**src/rtl/mux_sel_ctrl.sv**
```systemverilog
// Break-before-make sequencer for the console mux selector bus.
// Guard sequencing is compiled in only with MUX_SEL_CTRL_GUARD_EN defined.
//
// state     | meaning
// ----------+-----------------------------------------------------------
// ST_IDLE   | ready for a command; rejects and no-ops complete in 1 cycle
// ST_BREAK  | target output masked, old selector still driven
// ST_SETTLE | target output masked, new selector driven
module mux_sel_ctrl #(
    parameter int INPUT_COUNT  = 4,
    parameter int OUTPUT_COUNT = 4,
    parameter int GUARD_CYCLES = 8
) (
    input  logic                      clk,
    input  logic                      rst_n,
    input  logic                      cmd_valid,
    output logic                      cmd_ready,
    input  logic [3:0]                cmd_out,
    input  logic [3:0]                cmd_sel,
    output logic                      cmd_done,
    output logic                      cmd_err,
    output logic                      busy,
    output logic [4*OUTPUT_COUNT-1:0] selectors,
    output logic [OUTPUT_COUNT-1:0]   out_mask
);

    localparam logic [4:0] OUT_LIM = 5'(OUTPUT_COUNT);
    localparam logic [3:0] IN_LIM  = 4'(INPUT_COUNT);
    localparam logic [3:0] PARK    = 4'hF;

    logic [4*OUTPUT_COUNT-1:0] sel_q;
    logic [OUTPUT_COUNT-1:0]   park_mask;
    logic                      done_q, err_q;
    logic [3:0]                cur_sel;
    logic                      cmd_bad, cmd_noop, accept;

    always_comb begin
        cur_sel = PARK;
        for (int i = 0; i < OUTPUT_COUNT; i++) begin
            if (cmd_out == 4'(i)) cur_sel = sel_q[4*i +: 4];
            park_mask[i] = &sel_q[4*i +: 4];
        end
    end

    assign cmd_bad  = ({1'b0, cmd_out} >= OUT_LIM) || ((cmd_sel >= IN_LIM) && (cmd_sel != PARK));
    assign cmd_noop = !cmd_bad && (cmd_sel == cur_sel);
    assign accept   = cmd_valid && cmd_ready;

    assign selectors = sel_q;
    assign cmd_done  = done_q;
    assign cmd_err   = err_q;

`ifdef MUX_SEL_CTRL_GUARD_EN
    localparam int CW = (GUARD_CYCLES > 1) ? $clog2(GUARD_CYCLES) : 1;
    localparam logic [CW-1:0] CNT_LOAD = CW'(GUARD_CYCLES - 1);

    typedef enum logic [1:0] {ST_IDLE, ST_BREAK, ST_SETTLE} state_t;

    state_t        state_q;
    logic [CW-1:0] cnt_q;
    logic [3:0]    tgt_q;
    logic [3:0]    nsel_q;

    always_ff @(posedge clk) begin
        if (!rst_n) begin
            state_q <= ST_IDLE;
            sel_q   <= '1;
            cnt_q   <= '0;
            tgt_q   <= '0;
            nsel_q  <= PARK;
            done_q  <= 1'b0;
            err_q   <= 1'b0;
        end else begin
            done_q <= 1'b0;
            err_q  <= 1'b0;
            case (state_q)
                ST_IDLE: begin
                    if (accept) begin
                        if (cmd_bad) begin
                            err_q <= 1'b1;
                        end else if (cmd_noop) begin
                            done_q <= 1'b1;
                        end else begin
                            tgt_q   <= cmd_out;
                            nsel_q  <= cmd_sel;
                            cnt_q   <= CNT_LOAD;
                            state_q <= ST_BREAK;
                        end
                    end
                end
                ST_BREAK: begin
                    if (cnt_q == '0) begin
                        for (int i = 0; i < OUTPUT_COUNT; i++) begin
                            if (tgt_q == 4'(i)) sel_q[4*i +: 4] <= nsel_q;
                        end
                        cnt_q   <= CNT_LOAD;
                        state_q <= ST_SETTLE;
                    end else begin
                        cnt_q <= cnt_q - 1'b1;
                    end
                end
                ST_SETTLE: begin
                    if (cnt_q == '0) begin
                        done_q  <= 1'b1;
                        state_q <= ST_IDLE;
                    end else begin
                        cnt_q <= cnt_q - 1'b1;
                    end
                end
                default: state_q <= ST_IDLE;
            endcase
        end
    end

    assign cmd_ready = (state_q == ST_IDLE);
    assign busy      = (state_q != ST_IDLE);

    // Parked outputs stay masked after SETTLE because park_mask is always ORed in.
    always_comb begin
        out_mask = park_mask;
        if (state_q != ST_IDLE) begin
            for (int i = 0; i < OUTPUT_COUNT; i++) begin
                if (tgt_q == 4'(i)) out_mask[i] = 1'b1;
            end
        end
    end
`else
    always_ff @(posedge clk) begin
        if (!rst_n) begin
            sel_q  <= '1;
            done_q <= 1'b0;
            err_q  <= 1'b0;
        end else begin
            done_q <= 1'b0;
            err_q  <= 1'b0;
            if (accept) begin
                if (cmd_bad) begin
                    err_q <= 1'b1;
                end else begin
                    done_q <= 1'b1;
                    for (int i = 0; i < OUTPUT_COUNT; i++) begin
                        if (cmd_out == 4'(i)) sel_q[4*i +: 4] <= cmd_sel;
                    end
                end
            end
        end
    end

    assign cmd_ready = 1'b1;
    assign busy      = 1'b0;
    assign out_mask  = park_mask;
`endif

endmodule
```
**config.mk**
```make
export PLATFORM = sky130hd
export DESIGN_NAME = mux_sel_ctrl
export DESIGN_NICKNAME = d
export VERILOG_FILES = /design/src/rtl/mux_sel_ctrl.sv
export SDC_FILE = /design/constraint.sdc
export NUM_CORES = 1
export LEC_CHECK = 0
export CORE_MARGIN = 1.5
export CORE_UTILIZATION = 36
export DETAILED_ROUTE_END_ITERATION = 8
export PLACE_DENSITY = 0.85
export REMOVE_ABC_BUFFERS = 1
export SYNTH_ARGS = -nofsm -noshare
export SYNTH_HDL_FRONTEND = slang
export SYNTH_SLANG_ARGS = --single-unit
```
**constraint.sdc**
```tcl
create_clock -name clk -period 1.3 [get_ports clk]
set_input_delay 0.13 -clock clk [delete_from_list [all_inputs] [get_ports clk]]
set_output_delay 0.13 -clock clk [all_outputs]
set_load 0.1 [all_outputs]
```
Word level (Yosys, flattened, before mapping)
Index checks and enable logic that the tools add are counted.
- flip-flop bits (word level): 18
- output and inout bits: 24
- magnitude comparators: 2
- equality and inequality tests: 4
- mux-type cells: 2
- bitwise operators: 1
- reduce and logical (&&, ||, !) cells: 12
- operator list (cell ; count):
    AND reduction 4 bit ; 4
    AND reduction 3 bit ; 4
    == test 4 x 2 -> 1 bit, second input constant ; 2
    greater-or-equal comparator 4 x 3 -> 1 bit, second input constant ; 2
    == test 4 x 1 -> 1 bit, second input constant ; 1
    zero test 4 bit ; 1
    inequality test 4 bit, second input constant ; 1
    2-to-1 mux 1 bit ; 2
    AND reduction 2 bit ; 1
    logical AND 1 bit ; 1
    logical OR 1 bit ; 1
    NOT 1 bit ; 1

Longest topological paths before layout
Gate-level depths: netlist of run 1.
- word-level depth: 5
- mapped depth: 4
- depth with buffers taken out: 3

Least setup slack after synthesis of run 1
Ideal clock, no wire load.
- path kind: flip-flop to output port
- start: register sel_q[5] (netlist: selectors[5])
- end: output out_mask[1]
- data arrival time: 3.174 ns
- required time: 1.170 ns
- setup slack: -2.004 ns
- cell stages (with the launch flop): 3
- buffers on the path: 0
- path through: dfxtp_1 -> inv_1 -> nor3_1
- longest elaborated chain between the ends: 1
- ends and longest elaborated chain (element ; RTL line ; text):
    from (decl) ; 31 ; logic [4*OUTPUT_COUNT-1:0] sel_q;
    from (signal, indexed assignment) ; 142 ; if (cmd_out == 4'(i)) sel_q[4*i +: 4] <= cmd_sel;
    AND reduction 4 bit ; 41 ; park_mask[i] = &sel_q[4*i +: 4];
    to (decl) ; 24 ; output logic [OUTPUT_COUNT-1:0] out_mask
No other way between the ends.

Worst setup path after layout of run 1
- start: input cmd_out[2]
- end: register sel_q[0] (netlist: selectors[0])
- longest elaborated chain between the ends: 4
- elaborated cells on any way between the ends: 5
- classes of those cells: 1 x order compare; 1 x bitwise; 3 x reduce/logical
- ends and longest elaborated chain (element ; RTL line ; text):
    from (decl) ; 18 ; input logic [3:0] cmd_out,
    greater-or-equal comparator 4 x 3 -> 1 bit ; 45 ; assign cmd_bad = ({1'b0, cmd_out} >= OUT_LIM) || ((cmd_sel >= IN_LIM) && (cmd_sel != PARK));
    logical OR 1 bit ; 45 ;
    NOT 1 bit (no line) ; -- ;
    AND reduction 3 bit (no line) (*) ; -- ;
Every way passes the cells marked *; elsewhere a longest branch is shown, timed or not.
A chain may end at the register's enable or synchronous reset.

==> impl_metrics.toml, run 1 <==
[synth]
synthFlopType = "dfxtp_1"
yosysSeqAreaShare_pct = 44.38
synthTopCellsByArea = "dfxtp_1 44%, o221ai_1 8.6%, a21o_1 8.3%"
async_flop_share_pct = 0
synth-seq-cells = 18
avgSynthCellArea_sq_um = 9.553
synth_top_area_cell = "dfxtp_1"
synth_top_area_share_pct = 44.38
synth_edf_count = 0
synth_most_common_cell = "dfxtp_1"
ys_types = 22
syn_area_sq_um = 812.0
syn_inst = 85
ys_warn_count = 0
synth.top_cells.by_count = "18 x dfxtp_1, 10 x inv_1, 9 x a21o_1, 8 x o221ai_1, 5 x a211o_1"

[min_path]
min_to = "selectors[1]"
holdPathStages = 3
min_path_type = "primary input to flip-flop"
hold_start = "cmd_out[1]"

[clock_tree]
cts_buffers = 3
clock-sinks = 18
clk_pin_slew_ns = 0.11
cts_tree = "done"
cts-hold-fix-buffers = 0
clkLatencyLatePin_ns = 0.31
cts.htree.levels = 1
clockBufferDepth = 2
root_buffer = "clkbuf_4"

[place]
post-place-cells = 155
io_buffers = 32
place_hpwl_um = 1816
preCtsSetupSlack_ns = -0.5526
place_area_sq_um = 1474
place_congestion = 0.8591

[floorplan]
dieArea_sq_um = 2550
start_util_pct = 37.43
core_region_area_sq_um = 2170
rows = 17
pin_count = 35
dieWidth_um = 50.50
die_h_um = 50.50

[route]
routed_wl_um = 3673
vias = 1051
post_drt_via_cell_ratio = 6.146
avgRoutedWirePerCell_um = 21.48
drt_iter0_markers = 55
ant_nets = 0
drc = 0
drt-pass1-iter-count = 4

[global_route]
track_usage_pct = 25.31
overflow = 0
grt_pass1_wl_um = 4823
grt_pass1_vias = 1017
grt_max_degree = 12
antenna_found_initial = 0

[sta]
finClkSkew_ns = 0
rsz0062_at_grt = "true"
finalMaxSlewViolations = 0
setup_viol = 3
hold_viol = 0
holdWs_ns = 0.3902
fmax_ghz = 0.7465
post-route-min-period_ns = 1.340
setup_slack_ns = -0.03967
period_share_pct = 103.1

[final_layout]
syn_to_final_growth_pct = 114.0
design_area_sq_um = 1738
fill_cells = 117
n_antenna_cell = 0
nets = 155
fin_cells = 171
drive_above_1_share_pct = 60.14

[worst_setup_path]
setup.worst_path.end_class = "flip-flop"
cp.required_ns = 1.45
reg2reg_from = "selectors[15]"
cp.arrival_ns = 1.49
start_kind = "primary input"
crit_type = "primary input to flip-flop"
crit_fanout = 5
reg2regPathDepth = 3
r2r_end = "selectors[15]"
ff2ff_setup_slack_ns = 0.46

[pwr]
switching_share_pct = 32.42
p_comb_share_pct = 26.4
powerDensity_nw_per_um2 = 717.4
leakage_nw = 0.7815
p_int_mw = 0.8427
p_switching_mw = 0.4042
p_seq_share_pct = 44.8
clkPwrFrac_pct = 28.8
ir_drop_v = 0.0005722
total_power_mw = 1.247

[run]
drv_cap = 0

[run_status]
outcome = "complete, but fails checks"
violations = "negative setup slack"
==> cell usage in the layout (no fill, tap or decap), types with 3 or more instances in the layout <==
master / n
inv_1: 8
clkbuf_4: 3
dlygate4sd2_1: 6
nor3_4: 3
o221ai_1: 7
a211o_1: 5
buf_12: 22
buf_4: 26
dfxtp_4: 3
o31ai_1: 4
dfxtp_2: 13
a21o_1: 9
==> power groups by stage <==
stage	Sequential (mW)	Combinational, mW	Clock [mW]
floorplan	0.621	0.0982	0
global placement	0.577	0.279	0
detailed placement	0.577	0.286	0
CTS	0.564	0.301	0.353
global route	0.560	0.338	0.386
finish	0.559	0.329	0.359
==> state kept, by name (all words and copies together), names as in the netlist <==
name,flops
cmd_done,1
cmd_err,1
selectors,16
==> worst max path at each step <==
stage                       startpoint            to  slack [ns]  depth (start not counted)
after floorplan           selectors[5]   out_mask[1]       -2.00                          2
after global placement      cmd_out[0]  selectors[2]       -0.40                          4
after detailed placement    cmd_out[0]  selectors[1]       -0.55                          4
after CTS                   cmd_sel[2]  selectors[1]      -0.004                          5
after global routing        cmd_out[2]  selectors[0]       -0.07                          4
final                       cmd_out[2]  selectors[0]       -0.04                          4
==> final cells by class <==
cell class                 instances  area [sq um]  area share (%)
tap                               28         35.03           2.016
inverter                          10         37.54           2.160
multi-input combinational         53         508.0           29.23
timing repair buffer              58         733.2           42.19
clock buffer                       4         36.28           2.088
sequential                        18         387.9           22.32
==> stage by stage <==
step / setup TNS (ns) / util (%)
after floorplan: -6.776 / -
after global placement: -5.696 / 67.94
after detailed placement: -6.799 / 67.94
after CTS: -0.005060 / 75.03
after global routing: -0.2995 / 80.10
final: -0.07052 / 80.10
==> what timing repair did <==
item	4_1_cts	5_1_grt
resized for setup	28	21
gates cloned	1	0
setup endpoints to repair	19	21
pin swaps	6	5
setup buffers	5	6
==> kinds of logic (layout without fill, tap and decap cells) <==
group | after synthesis | count (layout) | synth area share [%]
simple gates | 18 | 19 | 15.87
buf+inv | 15 | 72 | 7.858
other cells | 2 | 2 | 0.9248
compound gates | 32 | 32 | 30.97
flops | 18 | 18 | 44.38
==> layer usage <==
metal / share of wire, % / global-route usage (%)
met5: 0 / 0
met1: 37 / 28.73
met4: 5.8 / 9.009
met2: 49 / 48.46
met3: 8.1 / 2.381
==> critical path: stages <==
cell           delay [ns]
dlygate4sd2_1        0.27
or4b_4               0.60
a211oi_4             0.28
o221ai_1             0.20
Note: power is estimated with default switching activity, not from simulation.
==> run 2, diff against run 1 <==
CORE_MARGIN = unset   (was 1.5)
==> run 2 against run 1 <==
The run still ends with negative setup slack left; critical endpoint is now selectors[10]; register-to-register slack improved by 0.15 ns; clock skew unchanged; cell count decreased by 4.7%; highest routed layer unchanged; final area is 4.4% lower; largest cell class unchanged; global-route usage shrank 0.28 points.
==> impl_metrics.toml, run 2 (synthesized netlist as in run 1, its figures left out) <==
[final_layout]
final_common_cell = "buf_12"
n_antenna_cell = 0
drive_above_1_share_pct = 58.82
largest_register_ffs = 16
fin_cells = 163
syn_to_final_growth_pct = 104.6
regArea_sq_um = 395.4
nets = 148
fill_cells = 114
multi_input_area_sq_um = 479.2
mostFrequentLayoutCells = "22 x buf_12, 19 x buf_4, 10 x dfxtp_2, 9 x a21o_1, 8 x o221ai_1"

[place]
io_buffers = 32
preCtsSetupSlack_ns = -0.4604
place_congestion = 0.8540
place_hpwl_um = 1774
post-place-cells = 153

[pwr]
switching_share_pct = 32.49
powerDensity_nw_per_um2 = 741.6
p_comb_share_pct = 25.2
clkPwrFrac_pct = 29.8
leakage_nw = 0.7366
p_seq_share_pct = 44.9
p_switching_mw = 0.4003
total_power_mw = 1.232
p_int_mw = 0.8319
ir_drop_v = 0.0008041

[worst_setup_path]
slowest_stage = "clkdlybuf4s50_1"
setup.worst_path.end_class = "flip-flop"
path_cells = "clkdlybuf4s50_1 > buf_4 > nand2b_1 > o31ai_1 > a21o_1"
crit_family = "buffers and inverters"
critPathLaunch = "cmd_sel[1]"
critPathMaxStageDelay_ns = 0.56
cp.required_ns = 1.55
crit_type = "primary input to flip-flop"
reg2reg_from = "selectors[13]"
crit_fanout = 5
start_kind = "primary input"
cp.arrival_ns = 1.58
cp_num_buf_inv = 2

[route]
ant_nets = 0
vias = 975
routed_wl_um = 3338
post_drt_via_cell_ratio = 5.982
drt_iter0_markers = 51
drt-pass1-iter-count = 4
drc = 0
avgRoutedWirePerCell_um = 20.48

[sta]
hold_viol = 0
post-route-min-period_ns = 1.324
rsz0062_at_grt = "true"
setup_slack_ns = -0.02354
setup_viol = 5
holdWs_ns = 0.3651
finalMaxSlewViolations = 0
period_share_pct = 101.8
fmax_ghz = 0.7555
finClkSkew_ns = 0

[floorplan]
dieArea_sq_um = 2450
pin_count = 35
die_h_um = 49.50
dieWidth_um = 49.50
start_util_pct = 39.77
rows = 16
core_region_area_sq_um = 2042

[global_route]
grt_pass1_vias = 923
track_usage_pct = 25.03
overflow = 0
grt_pass1_wl_um = 4554
antenna_found_initial = 0
grt_max_degree = 11

[clock_tree]
cts_tree = "done"
clk_pin_slew_ns = 0.11
clock-sinks = 18
clkLatencyLatePin_ns = 0.31
cts.htree.levels = 1
root_buffer = "clkbuf_4"
cts_buffers = 3
cts-hold-fix-buffers = 0
clockBufferDepth = 2

[min_path]
hold_start = "cmd_valid"
min_path_type = "primary input to flip-flop"

[run]
drv_cap = 0

[run_status]
violations = "negative setup slack"
outcome = "complete, but fails checks"
## run 2: power groups by stage
| stage | Combinational (mW) | Clock, mW | Sequential, mW |
|---|---|---|---|
| global route | 0.319 | 0.397 | 0.555 |
| finish | 0.311 | 0.368 | 0.554 |
| floorplan | 0.0982 | 0 | 0.621 |
| detailed placement | 0.280 | 0 | 0.578 |
| global placement | 0.274 | 0 | 0.577 |
| CTS | 0.292 | 0.348 | 0.560 |
## run 2: path summary, 6_finish.rpt
kind,endpoint,slack (ns),cells past startpoint
max reg2reg,selectors[13],0.61,2
max,selectors[10],-0.02,5
min reg2reg,selectors[3],0.51,1
min,cmd_err,0.37,4
## run 2: metrics by stage
step	utilization [%]	instance area (sq um)	setup TNS (ns)
after floorplan	-	785.8	-6.776
after global placement	71.75	1465	-5.352
after detailed placement	71.75	1465	-6.475
after CTS	77.94	1592	-0.02396
after global routing	81.37	1662	-0.3309
final	81.37	1662	-0.05237
## run 2: cell type report
cell class              instances  share of cell area, %
repair buffers                 51                  40.89
multi-input cells              53                  28.84
flip-flops and latches         18                  23.80
inverters                      10                  2.259
clock buffers                   4                  2.184
well taps                      27                  2.033
## run 2: per-layer routing
layer	track usage [%]	wire length [um]
met5	0	0
met3	7.407	231
met4	10.95	155
met2	45.43	1710
met1	26.52	1240
## run 2: timing repair
item / 4_1_cts / 5_1_grt
pin swaps: 7 / 4
endpoints found under the setup margin: 19 / 21
buffers inserted: 0 / 5
gates resized for setup: 33 / 15
cloned: 1 / 0
## run 2: worst register-to-register path: cells and delay by family, from the launching register on
| family | cells | cell delay [ns] |
|---|---|---|
| DFF | 1 | 0.34 |
| buffers and inverters | 1 | 0.11 |
| AOI/OAI and AO/OA | 1 | 0.12 |
==> run 3, diff against run 2 <==
CAP_MARGIN = 20   (was unset)
==> results of run 3 <==
No change in the layout: final DEF, timing and power equal those of run 2.
